$ cat config.mk
export PLATFORM = sky130hd
export DESIGN_NAME = fifo_word_serializer
export DESIGN_NICKNAME = d
export VERILOG_FILES = /design/src/rtl/fifo_word_serializer_pkg.sv /design/src/rtl/fifo_word_serializer_shifter.sv /design/src/rtl/fifo_word_serializer.sv
export SDC_FILE = /design/constraint.sdc
export NUM_CORES = 1
export LEC_CHECK = 0
export CAP_MARGIN = 10
export CORE_MARGIN = 2
export CORE_UTILIZATION = 50
export CTS_BUF_LIST = sky130_fd_sc_hd__clkbuf_16
export DETAILED_ROUTE_END_ITERATION = 10
export PLACE_DENSITY = 0.95
export SYNTH_ARGS = -nofsm -noshare
export SYNTH_HDL_FRONTEND = slang
export SYNTH_SLANG_ARGS = --single-unit
$ cat constraint.sdc
create_clock -name clk -period 3.45 [get_ports clk]
set_input_delay 0.5175 -clock clk [delete_from_list [all_inputs] [get_ports clk]]
set_output_delay 0.5175 -clock clk [all_outputs]
set_load 0.005 [all_outputs]
$ cat src/rtl/fifo_word_serializer_pkg.sv
// Shared types and defaults for the FIFO word serializer.
package fifo_word_serializer_pkg;

  // FSM encoding shared by the top-level controller and anything observing it.
  typedef enum logic [1:0] {
    S_IDLE = 2'd0,
    S_LOAD = 2'd1,
    S_SEND = 2'd2
  } state_e;

  localparam int unsigned DEF_DATA_WIDTH = 32;
  localparam int unsigned DEF_OUT_WIDTH  = 8;

  // Width of a counter that indexes BEATS beats (at least one bit).
  function automatic int unsigned beat_cnt_width(input int unsigned beats);
    return (beats > 1) ? $clog2(beats) : 1;
  endfunction

endpackage

$ cat src/rtl/fifo_word_serializer_shifter.sv
// Word shifter: parallel-loads one FIFO word, presents it one OUT_WIDTH beat at
// a time (MSB or LSB first) and flags the final beat of the word.
module fifo_word_serializer_shifter
  import fifo_word_serializer_pkg::*;
#(
  parameter int unsigned DATA_WIDTH = DEF_DATA_WIDTH,
  parameter int unsigned OUT_WIDTH  = DEF_OUT_WIDTH,
  parameter int unsigned MSB_FIRST  = 1
) (
  input  logic                  clk,
  input  logic                  rst,
  input  logic                  load_i,
  input  logic                  shift_i,
  input  logic [DATA_WIDTH-1:0] data_i,
  output logic [OUT_WIDTH-1:0]  beat_o,
  output logic                  last_o
);

  localparam int unsigned BEATS = DATA_WIDTH / OUT_WIDTH;
  localparam int unsigned CW    = beat_cnt_width(BEATS);

  logic [DATA_WIDTH-1:0] shift_q, shift_d;
  logic [CW-1:0]         cnt_q, cnt_d;

  assign last_o = (cnt_q == CW'(BEATS - 1));

  // The beat on the wire is always the slice that leaves the register next.
  if (MSB_FIRST != 0) begin : g_msb_first
    assign beat_o = shift_q[DATA_WIDTH-1 -: OUT_WIDTH];
  end else begin : g_lsb_first
    assign beat_o = shift_q[OUT_WIDTH-1:0];
  end

  // Next-state: load a fresh word, or advance one beat on each accepted handshake.
  always_comb begin
    // NOTE: defaults first so every path assigns every output -- no latches.
    shift_d = shift_q;
    cnt_d   = cnt_q;
    if (load_i) begin
      shift_d = data_i;
      cnt_d   = '0;
    end else if (shift_i) begin
      shift_d = (MSB_FIRST != 0) ? (shift_q << OUT_WIDTH) : (shift_q >> OUT_WIDTH);
      // Return to zero explicitly after the last beat rather than relying on wrap,
      // so BEATS need not be a power of two.
      cnt_d   = last_o ? '0 : cnt_q + 1'b1;
    end
  end

  // State registers with synchronous reset.
  always_ff @(posedge clk) begin
    // NOTE: non-blocking assignments so every register samples pre-edge values.
    if (rst) begin
      shift_q <= '0;
      cnt_q   <= '0;
    end else begin
      shift_q <= shift_d;
      cnt_q   <= cnt_d;
    end
  end

endmodule

$ cat src/rtl/fifo_word_serializer.sv
// FIFO drain stage: pops DATA_WIDTH words from a 1-cycle-latency FIFO and emits
// each as DATA_WIDTH/OUT_WIDTH beats on a valid/ready stream. DATA_WIDTH must be
// a multiple of OUT_WIDTH with at least two beats per word.
module fifo_word_serializer
  import fifo_word_serializer_pkg::*;
#(
  parameter int unsigned DATA_WIDTH = DEF_DATA_WIDTH,
  parameter int unsigned OUT_WIDTH  = DEF_OUT_WIDTH,
  parameter int unsigned MSB_FIRST  = 1,
  parameter int unsigned CNT_WIDTH  = 16
) (
  input  logic                  clk,
  input  logic                  rst,
  input  logic                  fifo_empty,
  input  logic [DATA_WIDTH-1:0] fifo_dataout,
  output logic                  fifo_rd_en,
  output logic [OUT_WIDTH-1:0]  out_data,
  output logic                  out_valid,
  input  logic                  out_ready,
  output logic                  out_last,
  output logic                  busy,
  output logic [CNT_WIDTH-1:0]  word_cnt
);

  state_e               state_q;
  logic [CNT_WIDTH-1:0] word_cnt_q;
  logic                 beat_last;
  logic                 handshake;
  logic                 last_hs;

  // All stream outputs decode registered state, so they are glitch-free and
  // remain stable while the sink stalls.
  assign out_valid = (state_q == S_SEND);
  assign out_last  = out_valid && beat_last;
  assign busy      = (state_q != S_IDLE);
  assign word_cnt  = word_cnt_q;

  assign handshake = out_valid && out_ready;
  assign last_hs   = handshake && beat_last;

  // Pop when idle, or prefetch on the accepted last beat; never on an empty FIFO
  // and never during reset, so at most one word is ever in flight.
  assign fifo_rd_en = !rst && !fifo_empty && ((state_q == S_IDLE) || last_hs);

  fifo_word_serializer_shifter #(
    .DATA_WIDTH (DATA_WIDTH),
    .OUT_WIDTH  (OUT_WIDTH),
    .MSB_FIRST  (MSB_FIRST)
  ) u_shifter (
    .clk     (clk),
    .rst     (rst),
    .load_i  (state_q == S_LOAD),
    .shift_i (handshake),
    .data_i  (fifo_dataout),
    .beat_o  (out_data),
    .last_o  (beat_last)
  );

  // Controller FSM and completed-word statistics counter.
  always_ff @(posedge clk) begin
    if (rst) begin
      state_q    <= S_IDLE;
      word_cnt_q <= '0;
    end else begin
      unique case (state_q)
        S_IDLE: if (!fifo_empty) state_q <= S_LOAD;
        // FIFO read data is valid this cycle; the shifter captures it.
        S_LOAD: state_q <= S_SEND;
        S_SEND: begin
          if (last_hs) begin
            word_cnt_q <= word_cnt_q + 1'b1;
            state_q    <= fifo_empty ? S_IDLE : S_LOAD;
          end
        end
        default: state_q <= S_IDLE;
      endcase
    end
  end

endmodule

* Yosys cells after proc, flatten, opt, wreduce, memory -nomap -nowiden
Cells that the tools add are included.
** Operators by class
- Reduce and logical (&&, ||, !) cells :: 14
- Equal/unequal tests :: 5
- Muxes and demuxes :: 7
- $add $sub $neg :: 2
** Operators with widths (count)
- $mux W32 :: 2
- $add A16 B1 Y16 const B :: 1
- $mux W2 :: 3
- $pmux W2 S3 :: 1
- $logic_and A1 B1 Y1 :: 5
- $eq A2 B2 Y1 const B :: 2
- $reduce_and A2 Y1 :: 2
- $reduce_bool A2 Y1 :: 2
- $add A2 B1 Y2 const B :: 1
- $eq A2 B1 Y1 const B :: 1
- $logic_not A1 Y1 :: 2
- $logic_not A2 Y1 :: 1
- $ne A2 B1 Y1 const B :: 1
- $ne A2 B2 Y1 const B :: 1
- $reduce_or A2 Y1 :: 1
- $logic_or A1 B1 Y1 :: 1
- $mux W1 :: 1
** Word-level totals
- Output and inout port bits :: 28
- Input bits :: 36
- Logic and storage cells :: 32
- Flip-flop bits (word level) :: 52

* Logic depth before layout (Yosys ltp)
- Depth after elaboration :: 5
- Depth in mapped cells :: 6
- Gate-level depth less buffers :: 5

* Cells and area by module
A second synthesis with hierarchy kept.
** Unflattened totals
- Cell total of the unflattened synthesis :: 258
- Area, all modules :: 2473.6 um^2
** By module, submodules not included
- fifo_word_serializer_shifter :: times used 1, cells each 159, seq. area each 680.7 um^2, area an instance 1582.8 um^2
- fifo_word_serializer :: times used 1, cells each 99, seq. area each 360.3 um^2, area an instance 890.9 um^2

* Worst setup path before layout
No wires, ideal clock.
- Path kind :: register to register
- Start :: reg u_shifter.cnt_q[0]
- End :: reg word_cnt_q[13] (netlist: word_cnt[13])
- Library setup time :: 0.070 ns
- Cell stages (with the launch flop) :: 7
- Buffers on the path :: 1
- Setup slack :: 1.828 ns
- Required time :: 3.380 ns
- Clock period less this slack :: 1.622 ns
- Arrival :: 1.551 ns
- Path through :: dfxtp_1 ha_1 and4b_1 buf_4 nand4_1 or4_1 a21oi_1
** Between the ends
- Word-level cells in the longest chain between the ends :: 3
** RTL lines
- start: declaration :: RTL line fifo_word_serializer_shifter.sv:23 : logic [CW-1:0] cnt_q, cnt_d;
- start signal: assignment :: RTL line fifo_word_serializer_shifter.sv:58 : cnt_q <= cnt_d;
- $eq A2 B2 Y1 :: RTL line fifo_word_serializer_shifter.sv:25 : assign last_o = (cnt_q == CW'(BEATS - 1));
- $logic_and A1 B1 Y1 :: RTL line fifo_word_serializer.sv:39 : assign last_hs = handshake && beat_last;
- $reduce_and A2 Y1 (no source line)
- end signal: assignment :: RTL line fifo_word_serializer.sv:71 : word_cnt_q <= word_cnt_q + 1'b1;
- end: declaration :: RTL line fifo_word_serializer.sv:26 : logic [CNT_WIDTH-1:0] word_cnt_q;
Every way passes these cells.
A chain may end at the register's enable or synchronous reset.

* Final worst setup path
- Start :: in out_ready
- End :: out fifo_rd_en
** Between the ends
- Word-level cells in the longest chain between the ends :: 4
** RTL lines
- start: declaration :: RTL line fifo_word_serializer.sv:19 : input logic out_ready,
- $logic_and A1 B1 Y1 :: RTL line fifo_word_serializer.sv:38 : assign handshake = out_valid && out_ready;
- $logic_and A1 B1 Y1 :: RTL line fifo_word_serializer.sv:39
- $logic_or A1 B1 Y1 :: RTL line fifo_word_serializer.sv:43 : assign fifo_rd_en = !rst && !fifo_empty && ((state_q == S_IDLE) || last_hs);
- $logic_and A1 B1 Y1 :: RTL line fifo_word_serializer.sv:43
- end: declaration :: RTL line fifo_word_serializer.sv:16 : output logic fifo_rd_en,
Every way passes these cells.

==> results.cfg <==
[clock_network]
cts_tree = built
cts_setup_buffers = 0
cts_hold_buf = 0
clock-root-buffer = clkbuf_16
clock_sinks = 52
cts_max_level = 2
clockBufferDepth = 2
cts_resized = 0
clk_latency_ps = 290
cts_buffers = 5
path_clk_slew_ps = 70

[logic_synthesis]
synthArstFlopShare = 0
ys_seq_elements = 52
synthTopCellsByCount = 52 x dfxtp_1, 42 x a21oi_1, 39 x nand2_1
yosysWarnings = 0
synth_ff_type = dfxtp_1
yosysMostFrequentCell = dfxtp_1
avgSynthCellArea_um2 = 8.46
yosys.area.top_type_share = 0.474
synth_top_cell_by_area = dfxtp_1
synth_edf_count = 0
syn_nets = 298
synth_area_um2 = 2200
ys_types = 35
syn_inst = 260
yosysSeqAreaShare = 0.474
synth_area_leaders = dfxtp_1 47%, a21oi_1 9.6%, a22oi_1 8.2%, nand2_1 6.7%, nand3_1 3.4%

[power]
power_density_nw_per_um2 = 451
p_leak_nw = 1.02
vdd_drop_max_mv = 0.335

[hold_path]
min_path_cells = 2
hold_start = u_shifter.shift_q[28]$_SDFFE_PP0P_
hold_path_class = flip-flop to flip-flop
whs_endpoint = u_shifter.shift_q[28]$_SDFFE_PP0P_

[timing]
fin_crit_sh = 0.762
min_period_ps = 2630
setup-tns-final_ps = 0
slew_headroom = 0.480
setup_viol = 0
worstMarginPinSlew_ps = 777
rsz0062_at_grt = no
final_max_slew_viol_count = 0
skew_ps = 5.85
hold_viol = 0
fin_hold_ws_ps = 457
fmax_mhz = 381

[floorplan]
die_w_um = 70.3
io_pins = 64
die_h_um = 70.3
rows = 24
dieArea_um2 = 4940
start_util = 0.512
coreArea_um2 = 4290

[routing]
via_per_inst = 5.59
wl_mm = 5.32
dr.pass1.iters = 4
postRouteAntennaNets = 0
drc_errors = 0
post_drt_wl_per_cell_um = 14.8
drt_iter0_markers = 190
via_count = 2011

[critical_path]
path_cells = clkdlybuf4s50_1 > nand4b_2 > a211oi_1 > clkdlybuf4s50_1
critPathKind = primary input to primary output
crit_required_ps = 2930
crit_arrival_ps = 2110
cp_slowest_cell = clkdlybuf4s50_1
r2r-end = word_cnt[13]$_SDFFE_PP0P_
reg2reg_slack_ps = 1450
worstRegToRegCells = 5
max_stage_delay_ps = 530
regToRegStartpoint = u_shifter.cnt_q[0]$_SDFFE_PP0P_
end_kind = primary output
timing.critical_path.mode_cell = clkdlybuf4s50_1
cp_max_fo = 7
start_kind = primary input

[placement]
gp_congestion = 0.795
dp_cells = 352
dpl_cell_area_um2 = 2780
placement.io_buffers = 63
place_hpwl_mm = 3.51

[finish]
fin_area_um2 = 2950
nNetsFinal = 345
post-route-util = 0.687
area_growth_syn_to_layout_pct = 34.2
diodes = 0
fin_cells = 360
drive_gt1_frac = 0.0487

[global_route]
grt_pass1_vias = 1891
grt_first_pass_wirelength_mm = 8.54
grt.overflow.total = 0
antenna_found_initial = 0
grt_use_total = 0.215
grt_max_degree = 53

[run_status]
outcome = finished clean

[flow_run]
maxCapViolations = 0
==> metal layers <==
| layer | global-route usage | vias to the layer above | wire length, um |
|---|---|---|---|
| met4 | 0.0962 | 0 | 121 |
| li1 | - | 1005 | - |
| met2 | 0.330 | 55 | 2610 |
| met5 | 0 | - | 0 |
| met1 | 0.289 | 939 | 2360 |
| met3 | 0.0447 | 12 | 219 |
==> critical path: cells and delay by family <==
kind / cells / cell delay [ps]
AOI/OAI and AO/OA: 1 / 300
buffers and inverters: 2 / 1060
and+or+nand+nor: 1 / 240
==> power by group <==
| part | internal (W) | switching (W) |
|---|---|---|
| Sequential | 0.000622 | 0.0000133 |
| Clock | 0.000342 | 0.000222 |
| Combinational | 0.0000712 | 0.0000604 |
| Total | 0.00104 | 0.000296 |
==> cell families (layout without fill, tap and decap cells) <==
kind of cell	count (synthesis)	in the layout	share of synthesized area
and+or+nand+nor	93	93	0.209
AOI/OAI and AO/OA	75	75	0.203
DFF	52	52	0.474
buffers and inverters	29	77	0.0666
xor gates and xnor gates	8	8	0.0319
adders and majority gates	2	2	0.0114
muxes	1	1	0.00455
==> area by class of cell <==
type	count	area (um^2)
Multi-Input combinational cell	179	1010
Clock inverter	3	42.5
Tap cell	52	65.1
Inverter	2	7.51
Clock buffer	5	125
Timing Repair Buffer	67	656
Fill cell	349	1340
Sequential cell	52	1040
==> registers in the layout, indices dropped and copies added, names as in the netlist <==
| register | count |
|---|---|
| u_shifter.shift_q | 32 |
| u_shifter.cnt_q | 2 |
| state_q | 2 |
| word_cnt | 16 |
==> worst max-delay path by stage <==
stage	from	to	slack [ps]	cells past startpoint
after floorplan	u_shifter.cnt_q[0]$_SDFFE_PP0P_	word_cnt[13]$_SDFFE_PP0P_	1830	6
after global placement	out_ready	fifo_rd_en	860	4
after detailed placement	out_ready	fifo_rd_en	820	4
after CTS	out_ready	fifo_rd_en	800	4
after global routing	out_ready	fifo_rd_en	750	4
final	out_ready	fifo_rd_en	820	4
==> stage by stage <==
stage	setup WS, ps	power, W
6_report	823	0.00133
5_1_grt	746	0.00137
4_1_cts	801	0.00133
3_5_place_dp	817	0.000779
3_3_place_gp	860	0.000776
2_1_floorplan	1830	0.000713
==> layout by cell type, fill, tap and decap left out, types with 3 or more instances in the layout <==
cell / instances
clkdlybuf4s50_1: 62
nand3_1: 15
nor3_1: 4
a22oi_1: 24
dfxtp_1: 52
inv_1: 3
o21ai_1: 3
or3_1: 5
buf_4: 4
nand2_1: 39
xnor2_1: 3
xor2_1: 5
nor2_1: 10
and3_1: 3
a21oi_1: 42
clkbuf_16: 5
No activity file was read; power rests on OpenSTA's default activity.
